===== config.mk =====
export PLATFORM = sky130hd
export DESIGN_NAME = fetch_ctrl
export DESIGN_NICKNAME = d
export VERILOG_FILES = /design/src/rtl/fetch_ctrl_pkg.sv /design/src/rtl/fetch_fifo.sv /design/src/rtl/fetch_ctrl.sv
export SDC_FILE = /design/constraint.sdc
export NUM_CORES = 1
export LEC_CHECK = 0
export CORE_UTILIZATION = 46
export DETAILED_ROUTE_END_ITERATION = 12
export PLACE_DENSITY = 0.88
export SETUP_SLACK_MARGIN = 0.2
export SYNTH_ARGS = -nofsm -noshare
export SYNTH_HDL_FRONTEND = slang
export SYNTH_HIERARCHICAL = 1
export SYNTH_SLANG_ARGS = --single-unit

===== constraint.sdc =====
create_clock -name clk -period 6.2 [get_ports clk]
set_input_delay 1.24 -clock clk [delete_from_list [all_inputs] [get_ports clk]]
set_output_delay 1.24 -clock clk [all_outputs]
set_load 0.01 [all_outputs]

===== src/rtl/fetch_ctrl_pkg.sv =====
// fetch_ctrl_pkg: shared fetch constants and FSM state encodings.
package fetch_ctrl_pkg;
   localparam logic [31:0] PC_INIT  = 32'h0000_3000;
   localparam int          IM_WORDS = 4096;
   localparam int          QDEPTH   = 2;
   localparam logic [31:0] IM_BYTES = 32'(4 * IM_WORDS);
   typedef enum logic {FETCH_RUN = 1'b0, FETCH_HALT = 1'b1} fetch_state_e;
endpackage


===== src/rtl/fetch_fifo.sv =====
// fetch_fifo: parameterised FIFO with same-cycle push/pop and a flush that wins over both.
module fetch_fifo #(
   parameter int W = 65,
   parameter int D = 2
) (
   input  logic         clk_i,
   input  logic         rst_i,
   input  logic         push_i,
   input  logic         pop_i,
   input  logic         flush_i,
   input  logic [W-1:0] wdata_i,
   output logic [W-1:0] rdata_o,
   output logic         full_o,
   output logic         empty_o
);
   localparam int AW = $clog2(D);
   logic [W-1:0] mem_q [D];
   logic [AW-1:0] rd_q, wr_q;
   logic [AW:0] cnt_q;
   logic do_push, do_pop;
   assign full_o  = cnt_q == (AW+1)'(D);
   assign empty_o = cnt_q == '0;
   // a push into a full queue is only legal when the head leaves this cycle
   assign do_push = push_i & (~full_o | pop_i);
   assign do_pop  = pop_i & ~empty_o;
   assign rdata_o = mem_q[rd_q];
   always_ff @(posedge clk_i or posedge rst_i) begin
      if (rst_i) begin
         rd_q  <= '0;
         wr_q  <= '0;
         cnt_q <= '0;
      end else if (flush_i) begin
         rd_q  <= '0;
         wr_q  <= '0;
         cnt_q <= '0;
      end else begin
         rd_q  <= rd_q + AW'(do_pop);
         wr_q  <= wr_q + AW'(do_push);
         cnt_q <= cnt_q + (AW+1)'(do_push) - (AW+1)'(do_pop);
      end
   end
   always_ff @(posedge clk_i) begin
      if (do_push && !flush_i) mem_q[wr_q] <= wdata_i;
   end
endmodule


===== src/rtl/fetch_ctrl.sv =====
// fetch_ctrl: PC sequencer feeding a fetch FIFO toward decode, with redirect support.
// Define FETCH_RANGE_CHECK_EN to enable address checking, fault markers and HALT.
module fetch_ctrl
   import fetch_ctrl_pkg::*;
(
   input  logic        clk,
   input  logic        reset,
   output logic [31:0] im_pc,
   input  logic [31:0] im_instr,
   input  logic        redirect_en,
   input  logic [31:0] redirect_pc,
   output logic        f_valid,
   input  logic        f_ready,
   output logic [31:0] f_instr,
   output logic [31:0] f_pc,
   output logic        f_fault
);
   fetch_state_e state_q, state_d;
   logic [31:0] pc_q, pc_d;
   logic full, empty, pop, fetch, fault;
   logic [64:0] head, wdata;
`ifdef FETCH_RANGE_CHECK_EN
   assign fault = (pc_q[1:0] != 2'b00) || ((pc_q - PC_INIT) >= IM_BYTES);
`else
   assign fault = 1'b0;
`endif
   assign im_pc = pc_q;
   assign f_valid = ~empty;
   assign pop = f_valid & f_ready;
   assign fetch = (state_q == FETCH_RUN) && (!full || pop);
   assign wdata = {fault, pc_q, fault ? 32'h0 : im_instr};
   assign {f_fault, f_pc, f_instr} = f_valid ? head : 65'h0;
   always_ff @(posedge clk or posedge reset) begin
      if (reset) begin
         state_q <= FETCH_RUN;
         pc_q    <= PC_INIT;
      end else begin
         state_q <= state_d;
         pc_q    <= pc_d;
      end
   end
   // redirect outranks fetch, fault and HALT; a faulting fetch parks the PC
   always_comb begin
      state_d = state_q;
      pc_d    = pc_q;
      state_d = redirect_en ? FETCH_RUN : (fetch && fault) ? FETCH_HALT : state_q;
      pc_d    = redirect_en ? redirect_pc : (fetch && !fault) ? pc_q + 32'd4 : pc_q;
   end
   fetch_fifo #(.W(65), .D(QDEPTH)) u_fifo (
      .clk_i   (clk),
      .rst_i   (reset),
      .push_i  (fetch & ~redirect_en),
      .pop_i   (pop),
      .flush_i (redirect_en),
      .wdata_i (wdata),
      .rdata_o (head),
      .full_o  (full),
      .empty_o (empty)
   );
endmodule


==> metrics list <==
* Outcome: finished, final reports clean
- Clock-pin slew was measured on the worst setup and hold paths at 0.06 ns.
* Asr flop ratio synth: 21.7%
* Power share of the sequential group: 39.0%
* RD Place Congestion: 0.777
* Hold Violations, Final: 0
- Portion of the post-synthesis area used by sequential elements: 65.6%
- Die outline width: 128 um
- Maximum vdd drop: 0.000193 V
- Number of standard cells after synthesis: 497
- The worst setup path is captured at a primary output.
- In the routed design, unresolved DRC markers number 0.
- Number of iterations in the first detailed-routing pass: 4
- Max Freq: 252 MHz
* Worst min path class: reg -> reg
- In the synthesized netlist the dominant register cell turns out to be sky130_fd_sc_hd__edfxtp_1.
- Total Negative Setup Slacks: 0 ns
- The endpoint identified for the worst register-to-register timing path is u_fifo/mem_q[0][27].
* Yosys warning count: 6
- Post-layout minimum cycle time: 3.96 ns
* Max_slew headroom: 24.0%
- The mapped netlist covers 7320 um^2.
- Total power density per cell area: 396 nW/um^2
- Estimated wirelength of the detail-placed design: 9.92 mm
* Core utilization of the finished layout: 64.1%
- Quantity of I/O buffers inserted on ports: 165
- Number of max-capacitance violations reported: 0
- Pin count of the biggest net entering global routing: 67
- The clock arrives with 0.00912 ns of skew.
- Number of antenna violations at the first check in global routing: 0
- After floorplanning, the core was divided into 45 placement rows.
- Largest stage delay on the critical path: 1.15 ns
- Final routed wirelength across all metal layers: 15.3 mm
- Number of gates resized after cts: 0
- Clock Path Buffers: 2
* Fraction of layout instances using a drive strength above 1: 17.6%
- The number of clock buffers added by TritonCTS is 17.
- Nets: 735
- 166 I/O pins were placed.
* Register-to-Register Setup Slack: 3.31 ns
- Global routing usage summed across all routing layers: 19.3%
- Critical path required time: 4.96 ns
* Avg Cell Area, Syn: 14.7 um^2
* DR WL/cell: 17.2 um
* Internal power: 2800 uW
* Per-cell via count in the routed design: 5.07
- Initial Utilization: 47.6%
- Measured in cells, the most critical reg-to-reg path has a length of 6.
- Crit path arrival time: 2.72 ns
* Post-route fraction of the period consumed by the critical path: 63.9%
* H-tree depth: 4
* Skew-Pair Late Insertion Delay: 0.42 ns
* Final worst slack: 2.24 ns
- Clock root buffer master: sky130_fd_sc_hd__clkbuf_16
* Worst setup path startpoint: u_fifo/rd_q
- Of the total power, the clock network draws 29.4%.
- Area enclosed by the die boundary: 16,400 um^2
- Area of all placed cells without fillers: 9850 um^2
* Crit path max-delay cell type: sky130_fd_sc_hd__dfrtp_4
- The detailed router finished its first iteration with 325 violations.
- Startpoint-to-endpoint class of the critical path: reg -> out
* DR vias: 4,505
* Area of the placeable core: 15,400 um^2
* Dominant cells by area after synthesis: sky130_fd_sc_hd__edfxtp_1 (53%), sky130_fd_sc_hd__dfrtp_1 (12%), sky130_fd_sc_hd__mux2_4 (8.2%)
- Die extent in y: 128 um
- For the pin with the worst max-slew slack, the measured transition is 1.14 ns.
* Area share of the largest cell type after synthesis: 53.3%
* ANT nets after route: 0
- 0 antenna diodes ended up in the layout.
* Worst Setup EP: f_pc[22]
- The startpoint identified for the worst register-to-register timing path is u_fifo/cnt_q[1].
* Overflow after GRT: 0
- Cell Area, Placed: 9200 um^2
- Chain of cells forming the critical path: mux2_2, nor2b_1, clkdlybuf4s50_1
- The filler cells instantiated in the layout total 1,082.
- Pins Over Slew Limit: 0
- The largest total area in the synthesized netlist belongs to sky130_fd_sc_hd__edfxtp_1.
* Critical Path Start Type: flip-flop
- Before CTS, the worst setup slack after placement is 2.34 ns.
* Number of enable flip-flop cells after synthesis: 130
- Gate power share: 31.6%
- Vias in the first global route: 4,652
- Setup violations remaining at the end of the flow were counted as 0.
* Proportion of total power due to net switching: 28.1%
* Unrepaired setup endpoints after global routing: no
- Clock tree synthesis found a total of 166 sinks.
* Buffers inserted by post-CTS timing repair: 0
- Layout Area Growth over Synthesis: 34.4%
- The first global-routing pass estimated 23.7 mm of wire.
* CTS tree: done
- In this run, synthesis produced a sequential element count of 166.
- Hold repair after CTS inserted 0 buffers.
- The analysis attributes to net switching a power of 1100 uW.
- Maximum net fanout on the critical path: 66
- Count of different cell masters after synthesis: 39
- Leakage component of the power: 0.00349 uW
-- area by class of cell --
class / instances / area, um^2 / share of cell area (%)
Clock buffer: 17 / 425 / 4.32
Clock inverter: 15 / 225 / 2.29
Inverter: 8 / 30.0 / 0.305
Multi-Input combinational cell: 300 / 2390 / 24.2
Sequential cell: 166 / 4810 / 48.9
Tap cell: 211 / 264 / 2.68
Timing Repair Buffer: 171 / 1700 / 17.3
-- registers in the layout, summed over array words and instances, names as in the netlist --
register,cells
u_fifo/mem_q,130
im_pc,32
u_fifo/wr_q,1
u_fifo/rd_q,1
u_fifo/cnt_q,2
-- per-layer routing --
| metal | global-route usage, % | routed length [um] | share of wire (%) |
|---|---|---|---|
| met2 | 34.8 | 8000 | 52 |
| met5 | 0 | 0 | 0 |
| met3 | 4.59 | 815 | 5.3 |
| met1 | 22.1 | 6220 | 41 |
| met4 | 7.54 | 221 | 1.4 |
-- power groups by stage --
| stage | registers (uW) | logic (uW) | clock network [uW] |
|---|---|---|---|
| 6_report | 1520 | 1230 | 1150 |
| 5_1_grt | 1540 | 1320 | 1210 |
| 4_1_cts | 1520 | 1250 | 1170 |
| 3_5_place_dp | 1540 | 1240 | 0 |
| 3_3_place_gp | 1530 | 1210 | 0 |
| 2_1_floorplan | 1480 | 685 | 0 |
-- worst min path at each step --
stage	to	slack [ns]	start	cells past startpoint
finish	u_fifo/mem_q[1][32]	0.53	im_pc[0]	0
CTS	u_fifo/mem_q[1][32]	0.54	im_pc[0]	0
global placement	u_fifo/mem_q[0][32]	0.52	im_pc[0]	0
floorplan	u_fifo/mem_q[0][32]	0.52	im_pc[0]	0
global route	u_fifo/mem_q[1][32]	0.55	im_pc[0]	0
detailed placement	u_fifo/mem_q[1][32]	0.52	im_pc[0]	0
-- logic make-up after synthesis --
logic type      after synthesis  synth area share [%]
other cells                   1                0.0512
simple gates                158                  12.0
fa+ha+maj                     3                 0.513
compound gates               38                  3.26
flops                       166                  65.6
xor+xnor                     28                  3.35
buf+inv                      32                  2.24
mux                          71                  13.0
-- metrics by stage --
step           total power [uW]  std cells  hold WS, ns
2_1_floorplan              2170        498        0.525
3_5_place_dp               2780        856        0.523
3_3_place_gp               2740        856        0.520
6_report                   3900        888        0.529
5_1_grt                    4070        888        0.552
4_1_cts                    3940        888        0.536
-- critical path: cells and delay by family, from the launching register on --
family | cells | cell delay, ns
and+or+nand+nor | 1 | 0.13
DFF | 1 | 1.15
buffers and inverters | 1 | 0.51
muxes | 1 | 0.43
-- synthesized netlist by cell type (all sizes together), types with 2 or more instances --
| cell | instances |
|---|---|
| a21oi | 2 |
| a31oi | 3 |
| and2 | 3 |
| and3 | 4 |
| buf | 10 |
| clkbuf | 14 |
| dfrtp | 34 |
| dfstp | 2 |
| edfxtp | 130 |
| ha | 3 |
| inv | 7 |
| mux2 | 70 |
| nand2 | 38 |
| nand2b | 3 |
| nand3 | 6 |
| nand4 | 18 |
| nor2 | 9 |
| nor2b | 67 |
| nor3 | 3 |
| nor4 | 2 |
| o21a | 2 |
| o21ai | 28 |
| or3 | 3 |
| xnor2 | 7 |
| xor2 | 21 |
-- cell usage in the layout (no fill, tap or decap), types with 3 or more instances in the layout --
cell	synthesis	layout
sky130_fd_sc_hd__o21ai_0	27	27
sky130_fd_sc_hd__inv_6	0	3
sky130_fd_sc_hd__nand4_1	18	18
sky130_fd_sc_hd__and3_1	4	4
sky130_fd_sc_hd__clkinv_4	0	4
sky130_fd_sc_hd__a31oi_1	3	3
sky130_fd_sc_hd__nand3_1	5	5
sky130_fd_sc_hd__clkbuf_16	0	17
sky130_fd_sc_hd__bufinv_16	0	5
sky130_fd_sc_hd__inv_1	7	7
sky130_fd_sc_hd__buf_4	0	5
sky130_fd_sc_hd__nand2_1	38	38
sky130_fd_sc_hd__and2_1	3	3
sky130_fd_sc_hd__dfrtp_1	34	33
sky130_fd_sc_hd__xor2_1	21	21
sky130_fd_sc_hd__nor2b_1	67	67
sky130_fd_sc_hd__clkdlybuf4s50_1	0	164
sky130_fd_sc_hd__or3_1	3	3
sky130_fd_sc_hd__mux2_4	40	40
sky130_fd_sc_hd__xnor2_1	7	7
sky130_fd_sc_hd__edfxtp_1	130	130
sky130_fd_sc_hd__nor2_1	9	8
sky130_fd_sc_hd__ha_1	3	3
sky130_fd_sc_hd__mux2_2	30	30
No activity file was read; power rests on OpenSTA's default activity.
